### src/rtl/sram_like_arbiter.sv
// Two-to-one sram-like port arbiter: IF and MEM requests share one downstream port.
// Optional ARB_ROUND_ROBIN_EN macro swaps fixed data-first priority for alternating grants.
module sram_like_arbiter #(
  parameter int OUTSTANDING = 4,
  parameter int ID_W        = 2
) (
  input  logic        clk,
  input  logic        resetn,
  input  logic        inst_req,
  input  logic        inst_wr,
  input  logic [1:0]  inst_size,
  input  logic [31:0] inst_addr,
  input  logic [3:0]  inst_wstrb,
  input  logic [31:0] inst_wdata,
  output logic        inst_addrok,
  output logic        inst_dataok,
  output logic [31:0] inst_rdata,
  input  logic        data_req,
  input  logic        data_wr,
  input  logic [1:0]  data_size,
  input  logic [31:0] data_addr,
  input  logic [3:0]  data_wstrb,
  input  logic [31:0] data_wdata,
  output logic        data_addrok,
  output logic        data_dataok,
  output logic [31:0] data_rdata,
  output logic        m_req,
  output logic        m_wr,
  output logic [1:0]  m_size,
  output logic [31:0] m_addr,
  output logic [3:0]  m_wstrb,
  output logic [31:0] m_wdata,
  input  logic        m_addrok,
  input  logic        m_dataok,
  input  logic [31:0] m_rdata
);

  logic            lock_valid_r;
  logic            lock_id_r;
  logic            id_q_r [OUTSTANDING];
  logic [ID_W-1:0] wptr_r;
  logic [ID_W-1:0] rptr_r;
  logic [ID_W:0]   cnt_r;

  logic full_s;
  logic winner_s;
  logic grant_s;
  logic granted_req_s;
  logic accept_s;
  logic resp_s;
  logic head_s;

`ifdef ARB_ROUND_ROBIN_EN
  logic last_grant_r;

  // Remember the last accepted source so contested cycles alternate
  always_ff @(posedge clk or negedge resetn) begin
    if (!resetn) begin
      last_grant_r <= 1'b0;
    end else if (accept_s) begin
      last_grant_r <= grant_s;
    end
  end

  // Round-robin winner: alternate when both request, otherwise whoever asks
  always_comb begin
    winner_s = 1'b0;
    if (inst_req && data_req) begin
      winner_s = ~last_grant_r;
    end else begin
      winner_s = data_req;
    end
  end
`else
  // Fixed priority winner: the MEM stage always beats the IF stage
  always_comb begin
    winner_s = 1'b0;
    if (data_req) begin
      winner_s = 1'b1;
    end else begin
      winner_s = 1'b0;
    end
  end
`endif

  // Grant selection, downstream request and handshake decode
  always_comb begin
    full_s        = (cnt_r == (ID_W+1)'(OUTSTANDING));
    grant_s       = lock_valid_r ? lock_id_r : winner_s;
    granted_req_s = grant_s ? data_req : inst_req;
    m_req         = resetn & ~full_s & granted_req_s;
    accept_s      = m_req & m_addrok;
    head_s        = id_q_r[rptr_r];
    resp_s        = resetn & m_dataok & (cnt_r != {(ID_W+1){1'b0}});
  end

  // Payload mux and response routing; everything forced low while in reset
  always_comb begin
    m_wr        = 1'b0;
    m_size      = 2'b00;
    m_addr      = 32'h0000_0000;
    m_wstrb     = 4'h0;
    m_wdata     = 32'h0000_0000;
    inst_rdata  = 32'h0000_0000;
    data_rdata  = 32'h0000_0000;
    inst_addrok = accept_s & ~grant_s;
    data_addrok = accept_s & grant_s;
    inst_dataok = resp_s & ~head_s;
    data_dataok = resp_s & head_s;
    if (!resetn) begin
      m_wr = 1'b0;
    end else if (grant_s) begin
      m_wr    = data_wr;
      m_size  = data_size;
      m_addr  = data_addr;
      m_wstrb = data_wstrb;
      m_wdata = data_wdata;
    end else begin
      m_wr    = inst_wr;
      m_size  = inst_size;
      m_addr  = inst_addr;
      m_wstrb = inst_wstrb;
      m_wdata = inst_wdata;
    end
    if (resetn) begin
      inst_rdata = m_rdata;
      data_rdata = m_rdata;
    end else begin
      inst_rdata = 32'h0000_0000;
      data_rdata = 32'h0000_0000;
    end
  end

  // Hold the grant across addrok stalls so the presented request never changes
  always_ff @(posedge clk or negedge resetn) begin
    if (!resetn) begin
      lock_valid_r <= 1'b0;
      lock_id_r    <= 1'b0;
    end else if (m_req && !m_addrok) begin
      lock_valid_r <= 1'b1;
      lock_id_r    <= grant_s;
    end else if (m_addrok) begin
      lock_valid_r <= 1'b0;
    end
  end

  // In-order ID FIFO: source of each accepted request, popped by m_dataok
  always_ff @(posedge clk or negedge resetn) begin
    if (!resetn) begin
      for (int i = 0; i < OUTSTANDING; i++) begin
        id_q_r[i] <= 1'b0;
      end
      wptr_r <= {ID_W{1'b0}};
      rptr_r <= {ID_W{1'b0}};
      cnt_r  <= {(ID_W+1){1'b0}};
    end else begin
      if (accept_s) begin
        id_q_r[wptr_r] <= grant_s;
        wptr_r         <= wptr_r + {{(ID_W-1){1'b0}}, 1'b1};
      end
      if (resp_s) begin
        rptr_r <= rptr_r + {{(ID_W-1){1'b0}}, 1'b1};
      end
      case ({accept_s, resp_s})
        2'b10:   cnt_r <= cnt_r + {{ID_W{1'b0}}, 1'b1};
        2'b01:   cnt_r <= cnt_r - {{ID_W{1'b0}}, 1'b1};
        default: cnt_r <= cnt_r;
      endcase
    end
  end

endmodule

### config.mk
export PLATFORM = sky130hd
export DESIGN_NAME = sram_like_arbiter
export DESIGN_NICKNAME = d
export VERILOG_FILES = /design/src/rtl/sram_like_arbiter.sv
export SDC_FILE = /design/constraint.sdc
export NUM_CORES = 1
export LEC_CHECK = 0
export ABC_AREA = 0
export BUFFER_PORTS_ARGS = -buffer_cell sky130_fd_sc_hd__buf_2
export CORE_AREA = 2 2 126 128
export CTS_BUF_LIST = sky130_fd_sc_hd__clkbuf_8
export DETAILED_ROUTE_END_ITERATION = 8
export DIE_AREA = 0 0 128 130
export GPL_TIMING_DRIVEN = 0
export PLACE_DENSITY_LB_ADDON = 0.25
export SYNTH_ARGS = -nofsm -noshare
export SYNTH_HDL_FRONTEND = slang
export SYNTH_SLANG_ARGS = --single-unit
### constraint.sdc
create_clock -name clk -period 4.1 [get_ports clk]
set_input_delay 0.41 -clock clk [delete_from_list [all_inputs] [get_ports clk]]
set_output_delay 0.41 -clock clk [all_outputs]
set_load 0.03 [all_outputs]
==> results.md, run 1 <==
* Status: finished, final reports clean
* Vias in the first global route at slightly above 3000
* Final hold slack at ~70 ps
* Worst slew margin at 63.2%
* Layout cells sized above 1 at a little over half
* Total wire length at between 10000 and 15000 um
* Yosys warning count at 0
* RSZ-0062 raised after global routing: no
* Total track usage at 12.3%
* Number of diodes at 0
* Register-to-Register Path Depth at 11
* Pre-CTS setup slack at 1160 ps
* Setup Buffers After CTS at 0
* Mapped Area at 2410 um2
* Via count at ~3500
* Routed Antenna Nets at 0
* First-pass GRT wire length at 16500 um
* Pleak at around 2.6 nW
* Worst-Skew Late Latency at around 240 ps
* R2R setup slack at 1790 ps
* Placed cells at 886
* Critical Path Sink: inst_rdata[10]
* Core Area at 15400 um2
* Clock slew at reported path FFs at about 60 ps
* Clk sinks at 13
* Measured slew at the worst slew-check pin at 552 ps
* Average wire per standard cell at approximately 13 um
* Post_cts resized at 0
* Clock Tree Buf Depth at 2
* Post-route cell area at between 4000 and 5000 um2
* Footprint of the multi-input gates at 1680 um2
* Area delta synth->final at 78.1%
* Pin count of the biggest net entering global routing at 16
* Fmax at 350 MHz
* Ys flop type: dfrtp_1
* DRC at 0
* Tcrit/Tclk final at 69.7%
* Post-DP HPWL at 9930 um
* Reg-to-Reg Start: cnt_r[0]$_DFFE_PN0P_
* Initial DRC Count at 122
* Fin util at 27.8%
* CTS buffer count at 3
* H-tree depth at 1
* Fin worst setup slack at 1240 ps
* Final count of negative-setup-slack endpoints at 0
* Pwr Total at 1.40 mW
* WS Path Type: in2out
* Die Y at 130 um
* Min-Delay Path Class: in2async
* Drt first pass iters at 4
* Reg area at around 330 um2
* Mapped Cells at about 380
* Worst Path Max Fanout at 15
* Distinct cells, synth at 32
* I/O pin cnt at 320
* Worst path required time at 3690 ps
* Crit. End Element: output pin
* Hold buffer count at cts at 0
* Clk root buf: clkbuf_8
* Clock Skews at 0.644 ps
* Fin crit period at 2860 ps
* RR Endpoint: cnt_r[2]$_DFFE_PN0P_
* Post-synth EDFFs at 0
* Mapped Avg Cell Area at between 6 and 7 um2
* DIE AREA at 16600 um2
* GP Congestion at 0.727
* Final Hold Viols at 0
* CP startpoint kind: input port
* Seq/Total Area, Yosys at 13.5%
* Port bufs at 319
* Vias per std cell at 3.92
* Critical path arrival at 2450 ps
* CTS tree: built
* Non-Filler Instances at 890
* Die W at 128 um
* Async S/R FF share, synth at 100%
* Setup TNS at 0 ps
* Yosys reg bits at 13
* Initial antenna violation count at 0
* Setup crit start: resetn
* MaxCap Viol Count at 0
* Gr ovfl total at 0
* Power Dens Cells at 326 nW/um2
* Placed cell area at around 4200 um2
* Final #Nets at 885
* Synthesized net count at 561
* Layout fillers at 1770
* Peak supply drop at 294 uV
* Initial Util at 15.6%
* Max Transition Viols Final at 0
* Num rows at 46
[cells in the final DEF (no fill, tap or decap), drive strengths merged, types with 5 or more instances in the layout]
cell type / Yosys / final
a21boi: 72 / 72
and2: 34 / 34
buf: 48 / 367
clkbuf: 14 / 17
dfrtp: 13 / 13
ha: 5 / 5
inv: 7 / 8
nand2: 143 / 143
[cells in the mapped netlist (2+ instances only)]
| cell type | n | area share [%] |
|---|---|---|
| nor2_1 | 3 | 0.47 |
| dfrtp_1 | 13 | 14 |
| nand2_1 | 143 | 22 |
| and2_1 | 33 | 8.6 |
| buf_4 | 32 | 10 |
| ha_1 | 5 | 2.6 |
| o31ai_1 | 4 | 1.2 |
| clkbuf_1 | 14 | 2.2 |
| buf_2 | 16 | 3.3 |
| mux2i_1 | 2 | 0.83 |
| o21ai_0 | 4 | 0.83 |
| nor3_1 | 2 | 0.42 |
| xnor2_1 | 4 | 1.5 |
| a21boi_1 | 72 | 22 |
| xor2_1 | 2 | 0.73 |
| nand4_1 | 4 | 1.0 |
| inv_1 | 7 | 1.1 |
[critical path, cell delays in order]
cell	delay, ps
buf_2	310
buf_2	380
clkbuf_1	480
clkbuf_1	340
and2_1	230
buf_4	120
buf_2	180
[power breakdown]
| part | leakage [nW] | internal, mW | switching (mW) | total [mW] |
|---|---|---|---|---|
| clock network | 0.0269 | 0.0661 | 0.0459 | 0.112 |
| logic | 2.41 | 0.384 | 0.655 | 1.04 |
| registers | 0.157 | 0.192 | 0.0561 | 0.248 |
[cell families after synthesis]
family	synth area share [%]
AND/OR/NAND/NOR	35.2
AO/OA/AOI/OAI	26.2
buffers and inverters	16.6
flip-flops	13.5
XOR/XNOR	2.18
adder cells (fa/ha/maj)	3.43
multiplexers	2.86
[per-layer routing]
metal	wire length [um]	part of all wire (%)	track usage, %	vias to the layer above
met5	0	0	0	-
met4	91	0.78	1.68	0
met3	670	5.7	1.48	8
met2	5700	49	21.8	122
met1	5220	45	16.4	1518
li1	-	-	-	1838
[layout make-up]
cell class	count	share of cell area (%)
flip-flops and latches	13	7.58
well taps	192	5.60
repair buffers	319	37.2
multi-input cells	293	39.3
plain buffers	62	8.69
clock inverters	1	0.0875
inverters	7	0.612
clock buffers	3	0.962
[how the worst min path moves through the flow]
stage	from	end	slack [ps]	depth (start not counted)
after floorplan	resetn	cnt_r[0]$_DFFE_PN0P_	110	0
after global placement	resetn	cnt_r[2]$_DFFE_PN0P_	330	1
after detailed placement	resetn	cnt_r[1]$_DFFE_PN0P_	340	1
after CTS	resetn	lock_valid_r$_DFFE_PN0P_	70	1
after global routing	resetn	cnt_r[1]$_DFFE_PN0P_	90	1
final	resetn	cnt_r[2]$_DFFE_PN0P_	70	1
[flip-flops by register name, indices dropped and copies added, names as in the netlist]
name,cells
cnt_r,3
wptr_r,2
rptr_r,2
lock_id_r,1
lock_valid_r,1
id_q_r,4
(Power assumes the default switching activity.)
==> run 2: changes to the inputs <==
--- a/config.mk
+++ b/config.mk
@@ -7,10 +7,10 @@
 export LEC_CHECK = 0
 export ABC_AREA = 0
 export BUFFER_PORTS_ARGS = -buffer_cell sky130_fd_sc_hd__buf_2
-export CORE_AREA = 2 2 126 128
+export CORE_AREA = 2 2 124 126
 export CTS_BUF_LIST = sky130_fd_sc_hd__clkbuf_8
 export DETAILED_ROUTE_END_ITERATION = 8
-export DIE_AREA = 0 0 128 130
+export DIE_AREA = 0 0 126 128
 export GPL_TIMING_DRIVEN = 0
 export PLACE_DENSITY_LB_ADDON = 0.25
 export SYNTH_ARGS = -nofsm -noshare
==> constraint.sdc (replaced) <==
create_clock -name clk -period 2.3 [get_ports clk]
set_input_delay 0.23 -clock clk [delete_from_list [all_inputs] [get_ports clk]]
set_output_delay 0.23 -clock clk [all_outputs]
set_load 0.03 [all_outputs]
==> run 2 against run 1 <==
Effect of this change:
- first-iteration DRC count decreased by 29%
- clock power rose by 90%
- sequential cell count unchanged
- via count is 1.0% lower
- non-clock buffer count increased by 5
- combinational power increased by 88%
- critical endpoint is now m_wdata[27]
- largest power group unchanged
==> results.md, run 2 (synthesis gave the netlist of run 1 again) <==
* Critical path arrival at 1940 ps
* DIE AREA at approximately 16000 um2
* CTS tree: built
* DRC at 0
* Gr ovfl total at 0
* Pleak at between 2 and 3 nW
* CTS buffer count at 3
* Fin crit period at about 2200 ps
* Initial DRC Count at 87
* CP startpoint kind: register
* Layout fillers at 1705
* Initial antenna violation count at 0
* Measured slew at the worst slew-check pin at 600 ps
* Reg area at ~330 um2
* Die W at 126 um
* Commonest non-fill, non-tap cell in the layout: buf_2
* MaxCap Viol Count at 0
* Footprint of the multi-input gates at between 1500 and 2000 um2
* Worst path required time at 2070 ps
* Final #Nets at 890
* Clk root buf: clkbuf_8
* Non-Filler Instances at 891
* I/O pin cnt at 320
* Via count at 3450
* Layout cells sized above 1 at a little under three fifths
* Max incr delay on CP at 450 ps
* Status: finished, final reports clean
* Routed Antenna Nets at 0
* Crit-path leading delay family: buffers and inverters
* GP Congestion at roughly 0.78
* Total wire length at around 12000 um
* Final Hold Viols at 0
* Num rows at 45
* Area delta synth->final at 82.7%
* Peak supply drop at 510 uV
* Worst Path Max Fanout at 10
* Vias in the first global route at ~3200
* Crit-path cells: mux2i_4 -> buf_4 -> buf_4 -> nand2_1 -> a21boi_1 -> buf_2
* Average wire per standard cell at 13.4 um
* Clock Skews at 6.50 ps
* Crit. End Element: output pin
* Die Y at between 100 and 150 um
* Pin count of the biggest net entering global routing at 14
* R2R setup slack at roughly 150 ps
* Fmax at ~460 MHz
* Max FFs per register at 4
* Placed cells at 882
* WP buf/inv at 3
* WS Path Type: reg2out
* Power Dens Cells at 591 nW/um2
* Final hold slack at 290 ps
* Most frequent cells in the layout: 326 x buf_2, 143 x nand2_1, 72 x a21boi_1, 41 x buf_4, 33 x and2_1
* Pre-CTS setup slack at -361 ps
* Initial Util at 16.2%
* Slowest-stage cell, CP: dfrtp_2
* Vias per std cell at 3.87
* Drt first pass iters at 6
* Worst slew margin at about three fifths
* Core Area at 14900 um2
* Total track usage at 13.2%
* Max Transition Viols Final at 0
* H-tree depth at 1
* Min-Delay Path Class: in2reg
* Biggest register: id_q_r
* Post-DP HPWL at 10200 um
* Final count of negative-setup-slack endpoints at 0
* Worst-Skew Late Latency at 250 ps
* CP most frequent cell: buf_4
* Clk sinks at 13
* Clock slew at reported path FFs at 60 ps
* First-pass GRT wire length at ~17000 um
* Tcrit/Tclk final at between 90 and 100%
* Clock Tree Buf Depth at 2
* Number of diodes at 0
* Fin util at 29.6%
* Biggest regs: id_q_r x4, cnt_r x3
* Fin worst setup slack at 134 ps
* Port bufs at approximately 320
[run 2: final timing paths]
path,from,depth (start not counted),endpoint
max,lock_valid_r$_DFFE_PN0P_,6,m_wdata[27]
min,inst_req,3,lock_id_r$_DFFE_PN0P_
max reg2reg,cnt_r[0]$_DFFE_PN0P_,11,cnt_r[2]$_DFFE_PN0P_
min reg2reg,rptr_r[1]$_DFFE_PN0P_,1,rptr_r[1]$_DFFE_PN0P_
max in group asynchronous,resetn,2,lock_valid_r$_DFFE_PN0P_
min in group asynchronous,resetn,2,id_q_r[1]$_DFFE_PN0P_
[run 2: stage by stage]
| stage | total power [mW] | instance area [um2] | TNS (ps) |
|---|---|---|---|
| final | 2.60 | 4400 | 0 |
| after global routing | 2.82 | 4400 | -8.56 |
| after floorplan | 1.71 | 2410 | 0 |
| after detailed placement | 2.31 | 4240 | -15650 |
| after CTS | 2.56 | 4320 | 0 |
| after global placement | 2.31 | 4240 | -18770 |
[run 2: tightest hold or removal path, delay by kind of cell]
family                 cells  cell delay [ps]
AO/OA/AOI/OAI              1              110
buffers and inverters      1              110
AND/OR/NAND/NOR            1               60
[run 2: where the power goes]
part / switching (mW) / leakage [nW] / internal, mW
Clock: 0.0926 / 0.0255 / 0.120
Sequential: 0.100 / 0.155 / 0.342
Combinational: 1.19 / 2.46 / 0.761
Total: 1.38 / 2.64 / 1.22
[run 2: cell type report]
type	count	area share, %
Clock inverter	1	0.114
Sequential cell	13	7.42
Buffer	61	8.98
Inverter	7	0.597
Multi-Input combinational cell	293	39.2
Tap cell	188	5.35
Timing Repair Buffer	325	37.4
Clock buffer	3	0.938
[run 2: metal layers]
layer / wire (um) / vias to the layer above / GRT usage (%)
met5: 0 / - / 0
met4: 47 / 0 / 1.55
met3: 629 / 5 / 1.34
met2: 6220 / 115 / 24.5
met1: 5080 / 1490 / 17.1
li1: - / 1840 / -
[run 2: timing repair]
item	CTS	global route
pin swaps	0	4
buffers inserted	0	5
gates resized for setup	9	15
cloned	0	0
endpoints found under the hold margin	13	0
endpoints found under the setup margin	128	18
hold buffers	1	0
==> run 3: changes to the inputs <==
--- a/config.mk
+++ b/config.mk
@@ -12,7 +12,6 @@
 export DETAILED_ROUTE_END_ITERATION = 8
 export DIE_AREA = 0 0 126 128
 export GPL_TIMING_DRIVEN = 0
-export PLACE_DENSITY_LB_ADDON = 0.25
 export SYNTH_ARGS = -nofsm -noshare
 export SYNTH_HDL_FRONTEND = slang
 export SYNTH_SLANG_ARGS = --single-unit
==> run 3 against run 2 <==
Effect of this change:
- power rose by 1.4%
- count of clock-buffer cells in the layout is the same
- clock power down 4%
- first-iteration DRC count rose by 48%
- clock skew down 2.5 ps
- die area did not move
- sequential share of layout area is essentially flat
- sequential power about the same
- hold slack improved by 4.9 ps
- register-to-register slack worse by 30 ps
- wire length fell by 2.7%
- final area increased by 0.28%
==> results.md, run 3 (synthesis gave the netlist of run 1 again) <==
* Number of diodes at 0
* Initial DRC Count at 129
* Average wire per standard cell at 13.1 um
* Drt first pass iters at 4
* Die W at 126 um
* Critical Path Sink: cnt_r[2]$_DFFE_PN0P_
* DIE AREA at 16100 um2
* Tcrit/Tclk final at 94.8%
* Fin crit period at 2180 ps
* Initial antenna violation count at 0
* Commonest non-fill, non-tap cell in the layout: buf_2
* Area delta synth->final at 83.2%
* Min-Delay Path Class: in2reg
* Vias per std cell at 3.99
* Fmax at about 460 MHz
* RR Endpoint: cnt_r[2]$_DFFE_PN0P_
* Post-DP HPWL at 9870 um
* Biggest regs: id_q_r x4, cnt_r x3
* Final Hold Viols at 0
* Non-Filler Instances at slightly below 900
* Pwr Total at 2.64 mW
* Peak supply drop at 465 uV
* WS Path Type: reg2reg
* Worst-Skew Late Latency at between 200 and 300 ps
* Num rows at 45
* CTS tree: built
* Critical path arrival at around 2400 ps
* Fin worst setup slack at 120 ps
* Pleak at 2.65 nW
* Routed Antenna Nets at 0
* Worst Path Max Fanout at 3
* Max FFs per register at 4
* Power Dens Cells at ~600 nW/um2
* Total track usage at 12.8%
* Max Transition Viols Final at 0
* Initial Util at 16.2%
* Vias in the first global route at 3200
* RSZ-0062 raised after global routing: yes
* Register-to-Register Path Depth at 11
* CTS buffer count at 3
* I/O pin cnt at 320
* Clock slew at reported path FFs at 60 ps
* Final hold slack at 295 ps
* Status: finished, final reports clean
* GP Congestion at about 0.82
* Clock Skews at 4.05 ps
* Gr ovfl total at 0
* Biggest register: id_q_r
* Via count at 3562
* Layout cells sized above 1 at 56.0%
* Measured slew at the worst slew-check pin at 603 ps
* Final #Nets at 891
* Die Y at 128 um
* Crit. End Element: register
* Clk sinks at 13
* H-tree depth at 1
* Final count of negative-setup-slack endpoints at 0
* MaxCap Viol Count at 0
* Setup crit start: cnt_r[0]$_DFFE_PN0P_
* Total wire length at 11700 um
* Reg-to-Reg Start: cnt_r[0]$_DFFE_PN0P_
* CP startpoint kind: register
* Clock Tree Buf Depth at 2
* First-pass GRT wire length at approximately 17000 um
* Worst slew margin at roughly three fifths
* R2R setup slack at between 100 and 150 ps
* Pin count of the biggest net entering global routing at 14
* DRC at 0
* Most frequent cells in the layout: 327 x buf_2, 143 x nand2_1, 71 x a21boi_1, 38 x buf_4, 33 x and2_1
* Clk root buf: clkbuf_8
* Port bufs at 319
* Pre-CTS setup slack at -296 ps
* Worst path required time at 2470 ps
* Placed cells at 882
* Core Area at 14900 um2
-- run 3: critical path, stage by stage, from the launching register on --
cell     delay (ps)
dfrtp_2         410
or3b_1          380
buf_6           130
nand3_4          90
nor2_4           50
inv_1            70
ha_2            180
inv_1            50
fa_2            330
xor2_1          140
nor2_1          130
xor2_1          150
-- run 3: layer usage --
layer	track usage (%)	vias up	wire length, um
met5	0	-	0
met4	1.23	0	53
met3	1.71	6	642
met2	21.9	121	5640
met1	17.9	1596	5310
li1	-	1839	-
-- run 3: layout make-up --
class / instances / area [um2]
clock inverters: 1 / 3.75
flip-flops and latches: 13 / 328
multi-input cells: 293 / 1730
repair buffers: 325 / 1650
inverters: 7 / 26.3
well taps: 188 / 235
clock buffers: 3 / 41.3
plain buffers: 62 / 407
fillers: 1672 / 10500
-- run 3: worst min path at each step --
stage	startpoint	endpoint	slack [ps]	cells past startpoint
6_report	inst_req	lock_id_r$_DFFE_PN0P_	300	3
5_1_grt	m_dataok	rptr_r[0]$_DFFE_PN0P_	310	3
4_1_cts	inst_req	lock_id_r$_DFFE_PN0P_	300	3
3_5_place_dp	resetn	cnt_r[0]$_DFFE_PN0P_	150	1
3_3_place_gp	resetn	cnt_r[0]$_DFFE_PN0P_	150	1
2_1_floorplan	resetn	cnt_r[0]$_DFFE_PN0P_	-70	0
-- run 3: metrics by stage --
step | util (%) | setup TNS, ps | instance area [um2]
2_1_floorplan | - | 0 | 2410
3_3_place_gp | 28.5 | -9250 | 4240
3_5_place_dp | 28.5 | -10860 | 4240
4_1_cts | 29.1 | 0 | 4320
5_1_grt | 29.7 | -5.07 | 4410
6_report | 29.7 | 0 | 4410
-- run 3: power breakdown --
| group | switching (mW) | internal, mW | leakage [nW] | total [mW] |
|---|---|---|---|---|
| registers | 0.0956 | 0.344 | 0.154 | 0.439 |
| logic | 1.22 | 0.778 | 2.46 | 1.99 |
| clock network | 0.0872 | 0.118 | 0.0269 | 0.205 |
| total | 1.40 | 1.24 | 2.65 | 2.64 |
-- run 3: timing repair --
item	4_1_cts	5_1_grt
hold buffers	1	0
endpoints found under the hold margin	13	0
resized for setup	8	20
endpoints found under the setup margin	110	6
pin swaps	0	3
buffers inserted	0	5
